`src/rtl/arb_pkg.sv`:
```
// rtl/arb_pkg.sv - shared types, sizes and helpers for the grant-hold arbiter
package arb_pkg;

  typedef enum logic [1:0] {
    ARB_IDLE,
    ARB_GRANT,
    ARB_GAP
  } arb_state_t;

  localparam int ARB_N     = 8;
  localparam int ARB_IDX_W = $clog2(ARB_N);

  // Binary index of the set bit in a one-hot vector; zero for an all-zero vector
  function automatic logic [ARB_IDX_W-1:0] onehot_to_idx(input logic [ARB_N-1:0] oh);
    logic [ARB_IDX_W-1:0] idx;
    idx = '0;
    for (int i = 0; i < ARB_N; i++) begin
      if (oh[i]) begin
        idx = idx | i[ARB_IDX_W-1:0];
      end
    end
    return idx;
  endfunction

endpackage

```
`src/rtl/prio_onehot_sel.sv`:
```
// rtl/prio_onehot_sel.sv - combinational fixed-priority one-hot select, highest bit wins
module prio_onehot_sel #(
  parameter int N = 8
) (
  input  logic [N-1:0] req,
  output logic [N-1:0] sel
);

  // Scan from the top bit down and keep only the first request seen
  always_comb begin
    logic found;
    sel   = '0;
    found = 1'b0;
    for (int i = N - 1; i >= 0; i--) begin
      if (req[i] && !found) begin
        sel[i] = 1'b1;
        found  = 1'b1;
      end
    end
  end

endmodule

```
`src/rtl/grant_hold_arbiter.sv`:
```
// rtl/grant_hold_arbiter.sv - fixed-priority arbiter holding a registered grant until done, drop or hold limit
module grant_hold_arbiter
  import arb_pkg::*;
#(
  parameter int N        = ARB_N,
  parameter int HOLD_MAX = 15
) (
  input  logic                 clk,
  input  logic                 rst_n,
  input  logic [N-1:0]         req,
  input  logic                 done,
  output logic [N-1:0]         grant,
  output logic                 gnt_valid,
  output logic [$clog2(N)-1:0] gnt_idx,
  output logic                 timeout
);

  localparam int CNT_W = $clog2(HOLD_MAX + 1);

  arb_state_t       state;
  logic [CNT_W-1:0] hold_cnt;
  logic [N-1:0]     sel;
  logic             normal_release;
  logic             limit_reached;

  prio_onehot_sel #(.N(N)) u_sel (
    .req (req),
    .sel (sel)
  );

  // The grantee finishing or withdrawing always takes precedence over the hold limit
  always_comb begin
    normal_release = done || ((req & grant) == '0);
    limit_reached  = (hold_cnt == CNT_W'(HOLD_MAX - 1));
  end

  // Arbitration FSM: all outputs are registered alongside the state
  always_ff @(posedge clk or negedge rst_n) begin
    if (!rst_n) begin
      state     <= ARB_IDLE;
      grant     <= '0;
      gnt_valid <= 1'b0;
      gnt_idx   <= '0;
      timeout   <= 1'b0;
      hold_cnt  <= '0;
    end else begin
      case (state)
        ARB_IDLE: begin
          timeout  <= 1'b0;
          hold_cnt <= '0;
          if (|req) begin
            grant     <= sel;
            gnt_valid <= 1'b1;
            gnt_idx   <= onehot_to_idx(sel);
            state     <= ARB_GRANT;
          end
        end
        ARB_GRANT: begin
          if (hold_cnt != CNT_W'(HOLD_MAX)) begin
            hold_cnt <= hold_cnt + 1'b1;
          end
          if (normal_release || limit_reached) begin
            grant     <= '0;
            gnt_valid <= 1'b0;
            gnt_idx   <= '0;
            timeout   <= !normal_release;
            state     <= ARB_GAP;
          end
        end
        ARB_GAP: begin
          // One idle bus-turnaround cycle; requests are deliberately not looked at here
          timeout  <= 1'b0;
          hold_cnt <= '0;
          state    <= ARB_IDLE;
        end
        default: begin
          grant     <= '0;
          gnt_valid <= 1'b0;
          gnt_idx   <= '0;
          timeout   <= 1'b0;
          hold_cnt  <= '0;
          state     <= ARB_IDLE;
        end
      endcase
    end
  end

endmodule

```
`config.mk`:
```
export PLATFORM = sky130hd
export DESIGN_NAME = grant_hold_arbiter
export DESIGN_NICKNAME = d
export VERILOG_FILES = /design/src/rtl/arb_pkg.sv /design/src/rtl/prio_onehot_sel.sv /design/src/rtl/grant_hold_arbiter.sv
export SDC_FILE = /design/constraint.sdc
export NUM_CORES = 1
export LEC_CHECK = 0
export BUFFER_PORTS_ARGS = -buffer_cell sky130_fd_sc_hd__buf_2
export CAP_MARGIN = 25
export CORE_MARGIN = 4
export CORE_UTILIZATION = 46
export CTS_BUF_LIST = sky130_fd_sc_hd__clkbuf_8
export CTS_CLUSTER_SIZE = 25
export DETAILED_ROUTE_END_ITERATION = 10
export GPL_TIMING_DRIVEN = 0
export PLACE_DENSITY_LB_ADDON = 0.05
export SETUP_SLACK_MARGIN = 0.1
export SYNTH_ARGS = -nofsm -noshare
export SYNTH_HDL_FRONTEND = slang
export SYNTH_HIERARCHICAL = 1
export SYNTH_SLANG_ARGS = --single-unit
```
`constraint.sdc`:
```
create_clock -name clk -period 3.7 [get_ports clk]
set_input_delay 0.37 -clock clk [delete_from_list [all_inputs] [get_ports clk]]
set_output_delay 0.37 -clock clk [all_outputs]
set_load 0.05 [all_outputs]
```
---- Word level (Yosys, flattened, before mapping) ----
Cells that the tools add are included.
word-level totals
  word-level logic and storage cells ...... 75
  register bits after elaboration ......... 19
operators by class
  $add $sub $neg .......................... 1
  multiplexer cells ....................... 37
  bitwise operators ....................... 2
  reductions and logical operators ........ 22
  equal/unequal tests ..................... 7
operators with widths
  cell                                           count
  one-hot mux 8 bit (3 select lines)             1
  two-way mux 1 bit                              19
  two-way mux 3 bit                              6
  two-way mux 8 bit                              2
  one-hot mux 3 bit (3 select lines)             1
  AND 8 bit                                      1
  zero test 1 bit                                8
  zero test 8 bit                                1
  two-way mux 2 bit                              4
  two-way mux 4 bit                              2
  OR reduction 8 bit                             1
  logical AND 1 bit                              7
  inequality test 2 bit, second input constant   3
  adder 4 x 1 -> 4 bit, second input constant    1
  == test 4 bit, second input constant           1
  inequality test 4 bit, second input constant   1
  one-hot mux 2 bit (2 select lines)             1
  one-hot mux 1 bit (3 select lines)             1
  AND reduction 3 bit                            1
  == test 2 x 1 -> 1 bit, second input constant  1
  == test 2 bit, second input constant           1
  zero test 2 bit                                1
  logical OR 1 bit                               2
  AND reduction 2 bit                            1
  inverter 1 bit                                 1

---- Longest topological paths before layout ----
Gate-level depths: netlist of the first run.
  depth in word-level cells ............... 28
  gate-level depth with buffers ........... 7
  mapped depth without buffers ............ 6

---- Modules after synthesis ----
Netlist of the first run, hierarchy kept.
modules (own cells, without submodules)
  module              instances  sequential area each (sq um)  cells each  area each (sq um)
  grant_hold_arbiter  1          475.5                         99          979.7
  prio_onehot_sel     1          0.0                           11          83.8

---- Worst setup path before layout of the first run ----
No wires, ideal clock.
  path kind ............................... register -> register
  start point ............................. register hold_cnt[0]
  end point ............................... register state[1]
  arrival ................................. 1.488 ns
  required time ........................... 3.580 ns
  setup slack ............................. 2.093 ns
  stages on the path, launching flop included .. 7
  setup time .............................. 0.120 ns
  path through ............................ dfrtp_1 > inv_1 > ha_1 > nand3_1 > or3b_4 > or2_1 > and2b_2
on the way
  longest elaborated chain between the ends .. 4
ends and longest elaborated chain
  what                                    RTL line                  RTL
  start: declaration                      grant_hold_arbiter.sv:21  logic [CNT_W-1:0] hold_cnt;
  start signal: assignment                grant_hold_arbiter.sv:60  hold_cnt <= hold_cnt + 1'b1;
  == test 4 bit                           grant_hold_arbiter.sv:34  limit_reached = (hold_cnt == CNT_W'(HOLD_MAX - 1));
  logical OR 1 bit                        grant_hold_arbiter.sv:62  if (normal_release || limit_reached) begin
  inequality test 2 bit (no source line)  -
  AND reduction 2 bit (no source line)    -
  end signal: assignment                  grant_hold_arbiter.sv:40  state <= ARB_IDLE;
  end signal: assignment                  grant_hold_arbiter.sv:67  state <= ARB_GAP;
  end signal: assignment                  grant_hold_arbiter.sv:74  state <= ARB_IDLE;
  end: declaration                        grant_hold_arbiter.sv:20  arb_state_t state;
No other way between the ends.
A chain may end at the register's enable or synchronous reset.

---- Worst setup path after layout of the first run ----
Ends and elaborated chain as after synthesis.

==> results of run 1 <==
placed cells by master, fill, tap and decap left out, types with 2 or more instances in the layout:
| cell | Yosys | routed |
|---|---|---|
| a31oi_1 | 2 | 2 |
| inv_1 | 15 | 16 |
| a22oi_1 | 5 | 5 |
| o21ai_0 | 2 | 2 |
| clkbuf_8 | 0 | 3 |
| buf_2 | 1 | 24 |
| nor3b_1 | 3 | 3 |
| or4_1 | 3 | 3 |
| a32oi_1 | 11 | 11 |
| ha_1 | 2 | 2 |
| nor4_1 | 3 | 3 |
| clkbuf_1 | 2 | 2 |
| o21ai_1 | 9 | 9 |
| and2b_2 | 2 | 2 |
| nand2_1 | 3 | 3 |
| nor2_1 | 6 | 6 |
| nor3_1 | 2 | 2 |
| dfrtp_1 | 19 | 19 |
| nand3_1 | 4 | 4 |
routing by layer:
| layer | track usage [%] | vias up | part of all wire, % |
|---|---|---|---|
| met1 | 21.9 | 436 | 49 |
| li1 | - | 465 | - |
| met3 | 5.10 | 2 | 5.4 |
| met4 | 3.05 | 0 | 0.50 |
| met5 | 0 | - | 0 |
| met2 | 25.7 | 27 | 45 |
state kept, by name, summed over array words and instances (netlist names):
| name | cells |
|---|---|
| grant | 8 |
| hold_cnt | 4 |
| gnt_valid | 1 |
| timeout | 1 |
| state | 2 |
| gnt_idx | 3 |
layout make-up:
type	instances	area (sq um)	area share, %
inverter	15	56.3	4.47
tap	28	35.0	2.78
timing repair buffer	23	115	9.15
clock buffer	3	41.3	3.28
buffer	5	31.3	2.49
clock inverter	1	3.75	0.298
multi-input combinational	71	500	39.8
sequential	19	475	37.8
per-stage QoR:
step / total power, W / cell area (sq um) / std cells
6_report: 0.000810 / 1260 / 165
2_1_floorplan: 0.000581 / 1060 / 110
3_5_place_dp: 0.000675 / 1210 / 161
3_3_place_gp: 0.000667 / 1210 / 161
4_1_cts: 0.000819 / 1260 / 165
5_1_grt: 0.000871 / 1260 / 165
Yosys cell counts, types with 3 or more instances:
library cell	n	area, sq um
nand3_1	4	20.0
nor3b_1	3	22.5
o21ai_1	9	45.0
a22oi_1	5	37.5
inv_1	15	56.3
nand2_1	3	11.3
or4_1	3	22.5
dfrtp_1	19	475
nor4_1	3	18.8
a32oi_1	11	96.3
nor2_1	6	22.5
worst min-delay path by stage:
stage	endpoint	start
floorplan	gnt_idx[0]	rst_n
global placement	grant[1]	rst_n
detailed placement	grant[1]	rst_n
CTS	grant[3]	rst_n
global route	grant[2]	rst_n
finish	grant[1]	rst_n
where the power goes:
group          leakage, nW  internal (W)  total [W]  switching, W
combinational        0.275      0.000112   0.000362      0.000250
clock               0.0269     0.0000737   0.000139     0.0000655
sequential           0.253      0.000259   0.000309     0.0000497
logic make-up (layout without fill, tap and decap cells):
group	Yosys count	count (layout)	share of synthesized area, %
buf+inv	20	47	8.23
fa+ha+maj	2	2	2.35
flops	19	19	44.7
compound gates	33	33	22.0
xor+xnor	1	1	0.824
simple gates	35	35	21.9
==> results list, run 1 <==
- Area of the mapped netlist: approximately 1100 sq um
* CTS H-tree lvls: 1
* Transition at the pin with the smallest max-transition slack: ~470 ps
- Period utilization: 46.8%
- Clock skew on the completed layout was measured at ~2.5 ps.
- The critical path goes through inv_1 > ha_1 > nand3_1 > or3b_4 > or2_1 > and2b_2.
- Drt first-iter violations: between 40 and 50
- Vias per cell: ~5.6
- Number of remaining DRC errors: 0
- Post-CTS Setup Repair Bufs: 0
* Final core occ: between 50% and 60%
- Start-to-end type of the worst setup path: flip-flop to flip-flop
- Number of warning messages in the yosys log: 6
- The number of cells on the worst reg-to-reg path is 6.
- Starting density of the core: between 40% and 50%
* Critical path capture point type: flip-flop
- Critical path data required time: 3850 ps
- The repair_antennas step left the layout with diodes totalling 0.
- Global-route congestion overflow total: 0
- Slowest stage cell, crit path: dfrtp_1
- DIE HEIGHT: between 50 and 60 um
* Routed len/inst: around 14 um
- Buffer cell driving the clock tree root: clkbuf_8
- The worst setup path is launched from a flip-flop.
- The clock net in this run drives a total of 19 sinks.
- Routed vias: 930
- Setup repair after global routing left no endpoint under its margin.
- The synthesized design contains 0 enable-type register cells.
- Worst Setup SP: hold_cnt[0]
- In this design, the largest share of critical-path delay is due to simple AND/OR/NAND/NOR gates.
* FF-to-FF End: state[1]
- On the worst path, the slowest cell contributes a delay of between 400 and 500 ps.
- Leakage power total: 0.555 nW
* Wire length of the first global-routing pass: between 4000 and 5000 um
* Final Critical Period: 1730 ps
- Die X: 56.1 um
- Once detail routing completed, the nets flagged for antenna violations numbered 0.
- Static timing analysis puts the maximum clock frequency at roughly 0.58 GHz.
* CTS buffer count: 3
- Top flip-flop cell by instance count after synthesis: dfrtp_1
- Hold Path Class: primary input to asynchronous set/reset pin
* MaxCap Viol Count: 0
- Flip-flop and latch count after synthesis: 19
- The worst path meets setup with ~2000 ps of slack.
- For this run, the post-layout net count is about 150.
- 24 I/O pins were placed.
- Together, buffers and inverters on the worst path number 1.
* Clock slew at the register clock pins of the worst setup and hold paths: 70 ps
- Worst skew pair latency: 250 ps
* Worst-path maximum fanout: 5
- The congestion estimate from routability-driven global placement came to between 0.8 and 0.9.
- Total GRT Usage: 16.2%
- The number of gates resized after CTS was 0.
* Maximum ir drop on the vdd rail: a little over 0.4 mV
- The flow ran to the end, and the final reports show no timing, DRC or antenna violations.
- Final number of max-transition violations: 0
* Number of input and output port buffers inserted: 23
- Entering global routing, the biggest net connects 20 pins.
- Final Hold Fails: 0
- Final HPWL from detailed placement: approximately 1800 um
* Die area: between 3000 and 4000 sq um
- Min Hold Slack: 45.8 ps
* Final setup violation count: 0
* Worst slew margin: around two thirds
- In the synthesized netlist the async set-or-reset flop fraction comes to 100%.
- Sum of negative setup slack: 0 ps
- Number of gates on the worst path with buffers counted: 6
- Mean cell area of the mapped netlist: 9.67 sq um
- Count of mapped cells out of synthesis: 110
- Sequential element share of the synthesized area: 44.7%
* Register-to-Register Setup Slack: 1970 ps
* Critical R2R Launch: hold_cnt[0]
- Fill cell instance count of the final layout: 220
* Final WL: 2380 um
- Before CTS, the worst setup slack after placement is 1860 ps.
- Data on the critical path arrives at its endpoint at approximately 1900 ps.
* Pwr/cell area: between 600 and 700 nW/um^2
* Nets in the synthesized netlist: 123
* Area of the placeable core: approximately 2200 sq um
- Layout cell share with drive strength beyond 1: 26.3%
- TritonCTS built the clock tree.
* Detailed Routing Iterations Pass 1: 4
- Number of buffers inserted for hold repair after clock tree synthesis: 0
- Synthesis instantiated 34 different standard cells from the library.
- Count of standard-cell rows: 17
- The most critical setup path has its endpoint at state[1].
- The number of antenna violations at the first check in global routing is 0.
- Relative to the synthesized area, the layout overhead comes to 18.4%.
- The clock passes through at most 2 buffers.
- Vias in the first global route: 857
Power figures use the tool's default switching activity.
==> run 2, diff against run 1 <==
- ABC_AREA: unset -> 1
- clock period: 3.7 -> 1.7 ns (I/O delays scaled with it)
==> results list, run 2 <==
- Post-CTS sizing: 0 (unchanged)
- The most frequently used flop master after synthesis is dfrtp_1 (unchanged).
- The layer with the highest usage after global routing is met2 (unchanged).
- The area of the mapped netlist came to 1040 sq um (was 1060 sq um).
* Area share of the largest cell type after synthesis: 45.8% (was 44.7%)
* Final WL: 2170 um (was 2380 um)
* Area of the placeable core: 2040 sq um (was 2210 sq um)
* Fraction of registers with async set/reset: 100% (unchanged)
* Sum of negative setup slack: 0 ps (unchanged)
- Biggest regs: grant (8), hold_cnt (4), gnt_idx (3) (unchanged).
* Worst Hold Launch: done
- Flip-flop and latch count after synthesis: 19 (unchanged)
- Result of the run: completed (unchanged)
* Maximum clock frequency: 0.756 GHz (was 0.578 GHz)
- Sequential element share of the synthesized area: 45.8% (was 44.7%)
- The total clock buffers created by CTS is 3 (unchanged).
- Worst path top cell family by delay: simple AND/OR/NAND/NOR gates (unchanged)
- Commonest non-fill, non-tap cells in the layout: 55 x nand2_1, 24 x buf_2, 19 x dfrtp_1, 16 x inv_1, 11 x nor2_1 (was 24 x buf_2, 19 x dfrtp_1, 16 x inv_1, 11 x a32oi_1, 9 x o21ai_1).
- The detailed-routing iteration count for the pre-antenna-repair pass came to 4 (unchanged).
- Routed vias: 927 (was 930)
- The number of nets with antenna violations after routing came to 0 (unchanged).
* Final instance area: 1240 sq um (was 1260 sq um)
- The clock tree from TritonCTS is yes (unchanged).
- Most numerous cell in the Yosys netlist: nand2_1 (was dfrtp_1)
- The number of cells in the design after placement came to 187 (was 161).
* Min Hold Slack: 169 ps (was 45.8 ps)
- Final setup violation count: 0 (unchanged)
* Nets in the synthesized netlist: 150 (was 123)
- Clock slew at the register clock pins of the worst setup and hold paths: 70 ps (about the same)
* Die area: 3080 sq um (was 3150 sq um)
- The power density of the placed cells was 1400 nW/um^2 (was 643 nW/um^2).
- Critical path data required time: 1850 ps (was 3850 ps)
- Register name with the most flops: grant (unchanged)
- The count of distinct cell types in the synthesized netlist was 22 (was 34).
- The layout overhead on the synthesized area was 19.8% (was 18.4%).
* Starting density of the core: 50.9% (was 48.1%)
- The cell with the biggest individual delay on the critical path was dfrtp_1 (unchanged).
- The initial DRC count came to 23 (was 42).
- Start-to-end type of the worst setup path: flip-flop to flip-flop (unchanged)
- The final routed DRC violation total came to 0 (unchanged).
* Final Critical Period: 1320 ps (was 1730 ps)
- Setup repair after global routing missed its margin: false (unchanged).
- The class of the tightest hold or removal check was primary input to flip-flop (was primary input to asynchronous set/reset pin).
- The clock latency of the later-clocked register in the worst-skew pair was 250 ps (about the same).
- The number of nets at the end of the flow was 179 (was 151).
- Startpoint kind of the worst setup timing path: flip-flop (unchanged)
- The critical path data arrival time is 1470 ps (was 1880 ps).
- Number of input and output port buffers inserted: 23 (unchanged)
* Worst-path cell chain: nand2_1 > nand2_1 > nor2_1 > nand2_1 > nand3_2 > nand3_2 > buf_6 > nand2_1 > nand2_1 (was inv_1 > ha_1 > nand3_1 > or3b_4 > or2_1 > and2b_2)
- The cell taking the most area after synthesis is dfrtp_1 (unchanged).
* Period utilization: 77.8% (was 46.8%)
- The nature of the critical path endpoint is a flip-flop (unchanged).
- The total global-route track usage came to 15.9% (was 16.2%).
- Fraction of met2 tracks used by global routing: 26.7% (was 25.7%)
* Critical R2R Launch: grant[6] (was hold_cnt[0])
- The count of filler cells inserted in the layout was 197 (was 220).
- Maximum ir drop on the vdd rail: 0.964 mV (was 0.403 mV)
- The maximum fanout along the worst path was 10 (was 5).
* Critical path's largest stage delay: 390 ps (was 420 ps)
- The via count of the first global-routing pass is 914 (was 857).
- Most instantiated cells after synthesis: 55 x nand2_1, 19 x dfrtp_1, 16 x inv_1 (was 19 x dfrtp_1, 15 x inv_1, 11 x a32oi_1)
- The wire length of the first global-routing pass was 3950 um (was 4070 um).
- The total count of hold-check failures in the final report was 0 (unchanged).
* Last weighted congestion value of the routability-driven placer: 0.800 (was 0.843)
- Number of warning messages in the yosys log: 6 (unchanged)
- The slew at the pin closest to its max-slew limit was 430 ps (was 470 ps).
* Global-route congestion overflow total: 0 (unchanged)
* Pin count of the biggest net entering global routing: 20 (unchanged)
- The number of flip-flops under the largest register name was 8 (unchanged).
- The routed wire length per instance is 11.3 um (was 14.4 um).
- The number of non-filler instances in the completed layout came to 192 (was 165).
- The H-tree depth is 1 (unchanged).
* Initial antenna violation count: 0 (unchanged)
- The diode insertion count for antenna repair is 0 (unchanged).
- The detailed placement HPWL came to 1720 um (was 1780 um).
- Leakage power total: 0.734 nW (was 0.555 nW)
* Count of standard-cell rows: 16 (was 17)
- Mean cell area of the mapped netlist: 7.58 sq um (was 9.67 sq um)
- Met3 usage in global routing: 2.33% (was 5.10%)
- The buffer cell driving the clock tree root is clkbuf_8 (unchanged).
- The met1 routing resource usage after global routing was 20.3% (was 21.9%).
- Vias per cell: 4.83 (was 5.64)
- Cell occurring most often along the worst timing path: nand2_1
* Final core occ: 60.9% (was 56.9%)
- Area of placed instances: 1190 sq um (was 1210 sq um)
- Count of mapped cells out of synthesis: 137 (was 110)
- Count of buffering cells on the critical path with inverters included: 1 (unchanged)
- The largest buffer count on any clock path came to 2 (unchanged).
- Worst-case clock skew: 4.64 ps (was 2.54 ps)
* Most area-consuming cells after synthesis: dfrtp_1 46%, nand2_1 20%, inv_1 5.8% (was dfrtp_1 45%, a32oi_1 9.1%, inv_1 5.3%)
- The headroom to the max-slew limit was 71.3% (was 68.7%).
- Worst Setup SP: grant[6] (was hold_cnt[0])
- DIE HEIGHT: 55.5 um (was 56.1 um)
- The floorplan die width came to 55.5 um (was 56.1 um).
* Number of sinks driven by the clock tree: 19 (unchanged)
- The total I/O pin count came to 24 (unchanged).
- Final number of max-transition violations: 0 (unchanged)
- Layout cell share with drive strength beyond 1: 26.7% (was 26.3%)
- EDFF count, synth: 0 (unchanged)
- MaxCap Viol Count: 0 (unchanged)
* Most frequent standard cell in the layout excluding fill and tap cells: nand2_1 (was buf_2)
[run 2: cell types whose count changed after synthesis, sizes merged, moves of 3 or more]
cell,before,now
o21ai,12,3
o31ai,0,3
a22oi,5,0
nor3b,3,0
a32oi,11,0
or4,4,0
nand3,4,7
nor2,6,14
nand2,3,59
[run 2: timing repair]
item	4_1_cts	5_1_grt
hold endpoints to repair	19	0
buffers inserted	0	0
hold buffers	1	0
[run 2: logic make-up (layout without fill, tap and decap cells)]
logic type / count (synthesis) / count (layout) / share of synthesized area [%]
AO/OA/AOI/OAI: 9 / 9 / 5.18
buffers and inverters: 20 / 48 / 8.43
AND/OR/NAND/NOR: 86 / 86 / 37.1
adder cells (fa/ha/maj): 2 / 2 / 2.41
flip-flops: 19 / 19 / 45.8
multiplexers: 1 / 1 / 1.08
[run 2: path summary, 6_finish.rpt]
kind,to,slack [ps],cells after the start
min in group asynchronous,gnt_valid,380,2
setup / recovery,grant[1],380,9
setup reg to reg,grant[1],380,9
hold / removal,timeout,170,4
hold reg to reg,gnt_idx[2],480,2
max in group asynchronous,grant[0],1010,2
[run 2: area by class of cell]
class	instances	area, sq um	share of cell area (%)
Multi-Input combinational cell	98	475	38.2
Clock inverter	1	5.00	0.402
Clock buffer	3	41.3	3.32
Buffer	3	23.8	1.91
Sequential cell	19	475	38.2
Inverter	17	63.8	5.13
Timing Repair Buffer	24	125	10.1
Tap cell	27	33.8	2.72
[run 2: worst min-delay path: stages]
cell and delay, ps:
buf_2 90, nor2_2 40, nand2_1 50, a21oi_1 40
[run 2: power by group]
part / total, W / internal (W) / switching, W
sequential: 0.000647 / 0.000563 / 0.0000841
combinational: 0.000780 / 0.000213 / 0.000566
clock: 0.000311 / 0.000163 / 0.000148
[run 2: routing by layer]
layer  vias to the layer above  part of all wire (%)
met1                       429                    48
li1                        483                     -
met4                         0                  0.37
met5                         -                     0
met3                         2                   2.9
met2                        13                    49
[run 2: through the flow]
step | power (W) | worst slack (ps)
6_report | 0.00174 | 377
5_1_grt | 0.00187 | 187
3_5_place_dp | 0.00145 | 389
4_1_cts | 0.00176 | 367
3_3_place_gp | 0.00142 | 406
2_1_floorplan | 0.00124 | 300
==> run 3, diff against run 2 <==
- clock period: 1.7 -> 1.35 ns (I/O delays scaled with it)
==> results list, run 3 (synthesis results as in run 2) <==
- Result of the run: completed (unchanged).
- The largest net degree at the start of global routing is 20 (unchanged).
* Critical R2R Launch: grant[3] (was grant[6])
* MaxCap Viol Count: 0 (unchanged)
- Final Critical Period: 1320 ps (about the same)
* Area of the placeable core: 2040 sq um (unchanged)
- The number of input and output port buffers inserted was 23 (unchanged).
- Commonest non-fill, non-tap cells in the layout: 45 x nand2_1, 24 x buf_2, 14 x inv_1, 14 x nand2_2, 11 x dfrtp_1 (was 55 x nand2_1, 24 x buf_2, 19 x dfrtp_1, 16 x inv_1, 11 x nor2_1).
- Worst slew margin: 71.4% (was 71.3%)
- Routed vias: 983 (was 927)
- The clock input transition at the sequential cells of the worst setup and hold paths is 80 ps (was 70 ps).
- Placed cells: 187 (unchanged)
- Min Hold Slack: 137 ps (was 169 ps)
* Diode insertion count for antenna repair: 0 (unchanged)
- The number of nets at the end of the flow is 188 (was 179).
* Worst skew pair latency: 260 ps (was 250 ps)
- Final setup violation count: 0 (unchanged)
- Start-to-end type of the worst setup path: flip-flop to flip-flop (unchanged)
* Total GRT Usage: 16.3% (was 15.9%)
- Number of remaining DRC errors: 0 (unchanged)
- Flip-flop count of the largest register after layout: 8 (unchanged)
- Initial antenna violation count: 0 (unchanged)
- The number of sinks handled by clock tree synthesis came to 19 (unchanged).
- Pwr/cell area: 1780 nW/um^2 (was 1400 nW/um^2)
- The leakage component of the power came to 0.774 nW (was 0.734 nW).
* Final HPWL from detailed placement: 1660 um (was 1720 um)
- Transition at the pin with the smallest max-transition slack: 429 ps (was 430 ps)
- The global-route track usage on met3 came to 4.43% (was 2.33%).
- Last weighted congestion value of the routability-driven placer: 0.868 (was 0.800)
* Die area: 3080 sq um (unchanged)
- Register name with the most flops: grant (unchanged)
* Drt first-iter violations: 23 (unchanged)
- Worst-path maximum fanout: 5 (was 10)
* Critical path capture point type: flip-flop (unchanged)
- Global-route congestion overflow total: 0 (unchanged)
- Area Growth Syn to Fin: 31.4% (was 19.8%)
- The number of nets with antenna violations after routing came to 0 (unchanged).
- Biggest regs: grant (8), hold_cnt (4), gnt_idx (3) (unchanged)
- The detailed-routing iteration count for the pre-antenna-repair pass was 4 (unchanged).
* Count of cells along the worst hold path: 4 (unchanged)
* Layout cell share with drive strength beyond 1: 43.1% (was 26.7%)
- The floorplan die width came to 55.5 um (unchanged).
* Final core occ: 66.9% (was 60.9%)
- The maximum clock frequency came to 0.755 GHz (was 0.756 GHz).
- Final number of max-transition violations: 0 (unchanged)
- The endpoint of the lowest-slack register-to-register path was grant[3] (was grant[1]).
- The ratio of routed vias to standard cells is 4.89 (was 4.83).
- DIE HEIGHT: 55.5 um (unchanged)
* Most Used Layer, Global Route: met2 (unchanged)
- The total count of hold-check failures in the final report was 0 (unchanged).
- Setup repair after global routing missed its margin: true (was false)
* Worst-case clock skew: 4.85 ps (was 4.64 ps)
- The final total power was 0.00243 W (was 0.00174 W).
- Met1 track demand over resource: 22.5% (was 20.3%)
- The worst-case vdd ir drop was 1.38 mV (was 0.964 mV).
- The standard-cell row count is 16 (unchanged).
- The critical path startpoint category is a flip-flop (unchanged).
- Register-to-Register Setup Slack: 30 ps (was 380 ps)
- The destination of the worst hold path is timeout (unchanged).
- Maximum number of buffers from clock root to sink: 2 (unchanged)
- CTS buffer count: 3 (unchanged)
* Routed len/inst: 11.9 um (was 11.3 um)
- Most frequent standard cell in the layout excluding fill and tap cells: nand2_1 (unchanged)
- The effective utilization at floorplan is 50.9% (unchanged).
- The global routing met2 resource utilization was 24.2% (was 26.7%).
* Wire length of the first global-routing pass: 4030 um (was 3950 um)
- Number of cells on the worst reg-to-reg path: 9 (unchanged)
- The via count of the first global-routing pass came to 867 (was 914).
- The H-tree depth came to 1 (unchanged).
- Non-filler instance count after layout: 201 (was 192)
- Final WL: 2400 um (was 2170 um)
- The clock tree from TritonCTS was yes (unchanged).
- Crit path DAT: 1480 ps (was 1470 ps)
- Period utilization: 98.1% (was 77.8%)
* Worst Hold Launch: done (unchanged)
* Critical path data required time: 1500 ps (was 1850 ps)
- The class of the tightest hold or removal check was primary input to flip-flop (unchanged).
- Top-level port count: 24 (unchanged)
* Buffer cell driving the clock tree root: clkbuf_8 (unchanged)
-- run 3: critical path: stages, from the launching register on --
cell and delay [ps]:
dfrtp_2 420, nand2_1 70, nand2_1 60, nor2_2 150, nand2_2 90, nand3_2 100
nand3_4 90, buf_6 150, nand2_1 50, nand2_1 50
-- run 3: through the flow --
step | worst slack (ps) | instance area [sq um] | TNS (ps)
after global routing | -30.9 | 1370 | -186
after floorplan | 37.6 | 1050 | 0
final | 25.3 | 1370 | 0
after CTS | 52.4 | 1330 | 0
after global placement | 13.7 | 1200 | 0
after detailed placement | -6.09 | 1200 | -10.2
-- run 3: power by group --
part	internal, W	switching [W]
sequential	0.000715	0.000118
combinational	0.000403	0.000786
clock	0.000205	0.000199
-- run 3: timing repair --
action	CTS	global route
setup buffers	5	3
hold buffers	1	0
pin swaps	2	4
resized for setup	10	7
gates cloned	1	0
hold endpoints to repair	19	0
endpoints found under the setup margin	10	14
-- run 3: worst max-delay path by stage --
stage	start	endpoint	slack [ps]	depth (start not counted)
6_report	grant[3]	grant[3]	30	9
5_1_grt	grant[3]	grant[5]	-30	9
4_1_cts	grant[0]	grant[5]	50	9
3_5_place_dp	grant[3]	grant[5]	-6	9
3_3_place_gp	grant[2]	gnt_idx[1]	10	9
2_1_floorplan	grant[6]	gnt_idx[0]	40	9
-- run 3: layer usage --
layer	vias to the layer above	part of all wire, %
met5	-	0
met4	0	1.3
met3	4	5.8
met2	21	45
met1	460	48
li1	498	-
-- run 3: cell type report --
type                    count  area [sq um]
fillers                   177           677
multi-input cells          98           515
flip-flops and latches     19           485
repair buffers             33           196
inverters                  17          63.8
clock buffers               3          41.3
well taps                  27          33.8
plain buffers               3          23.8
clock inverters             1          5.00
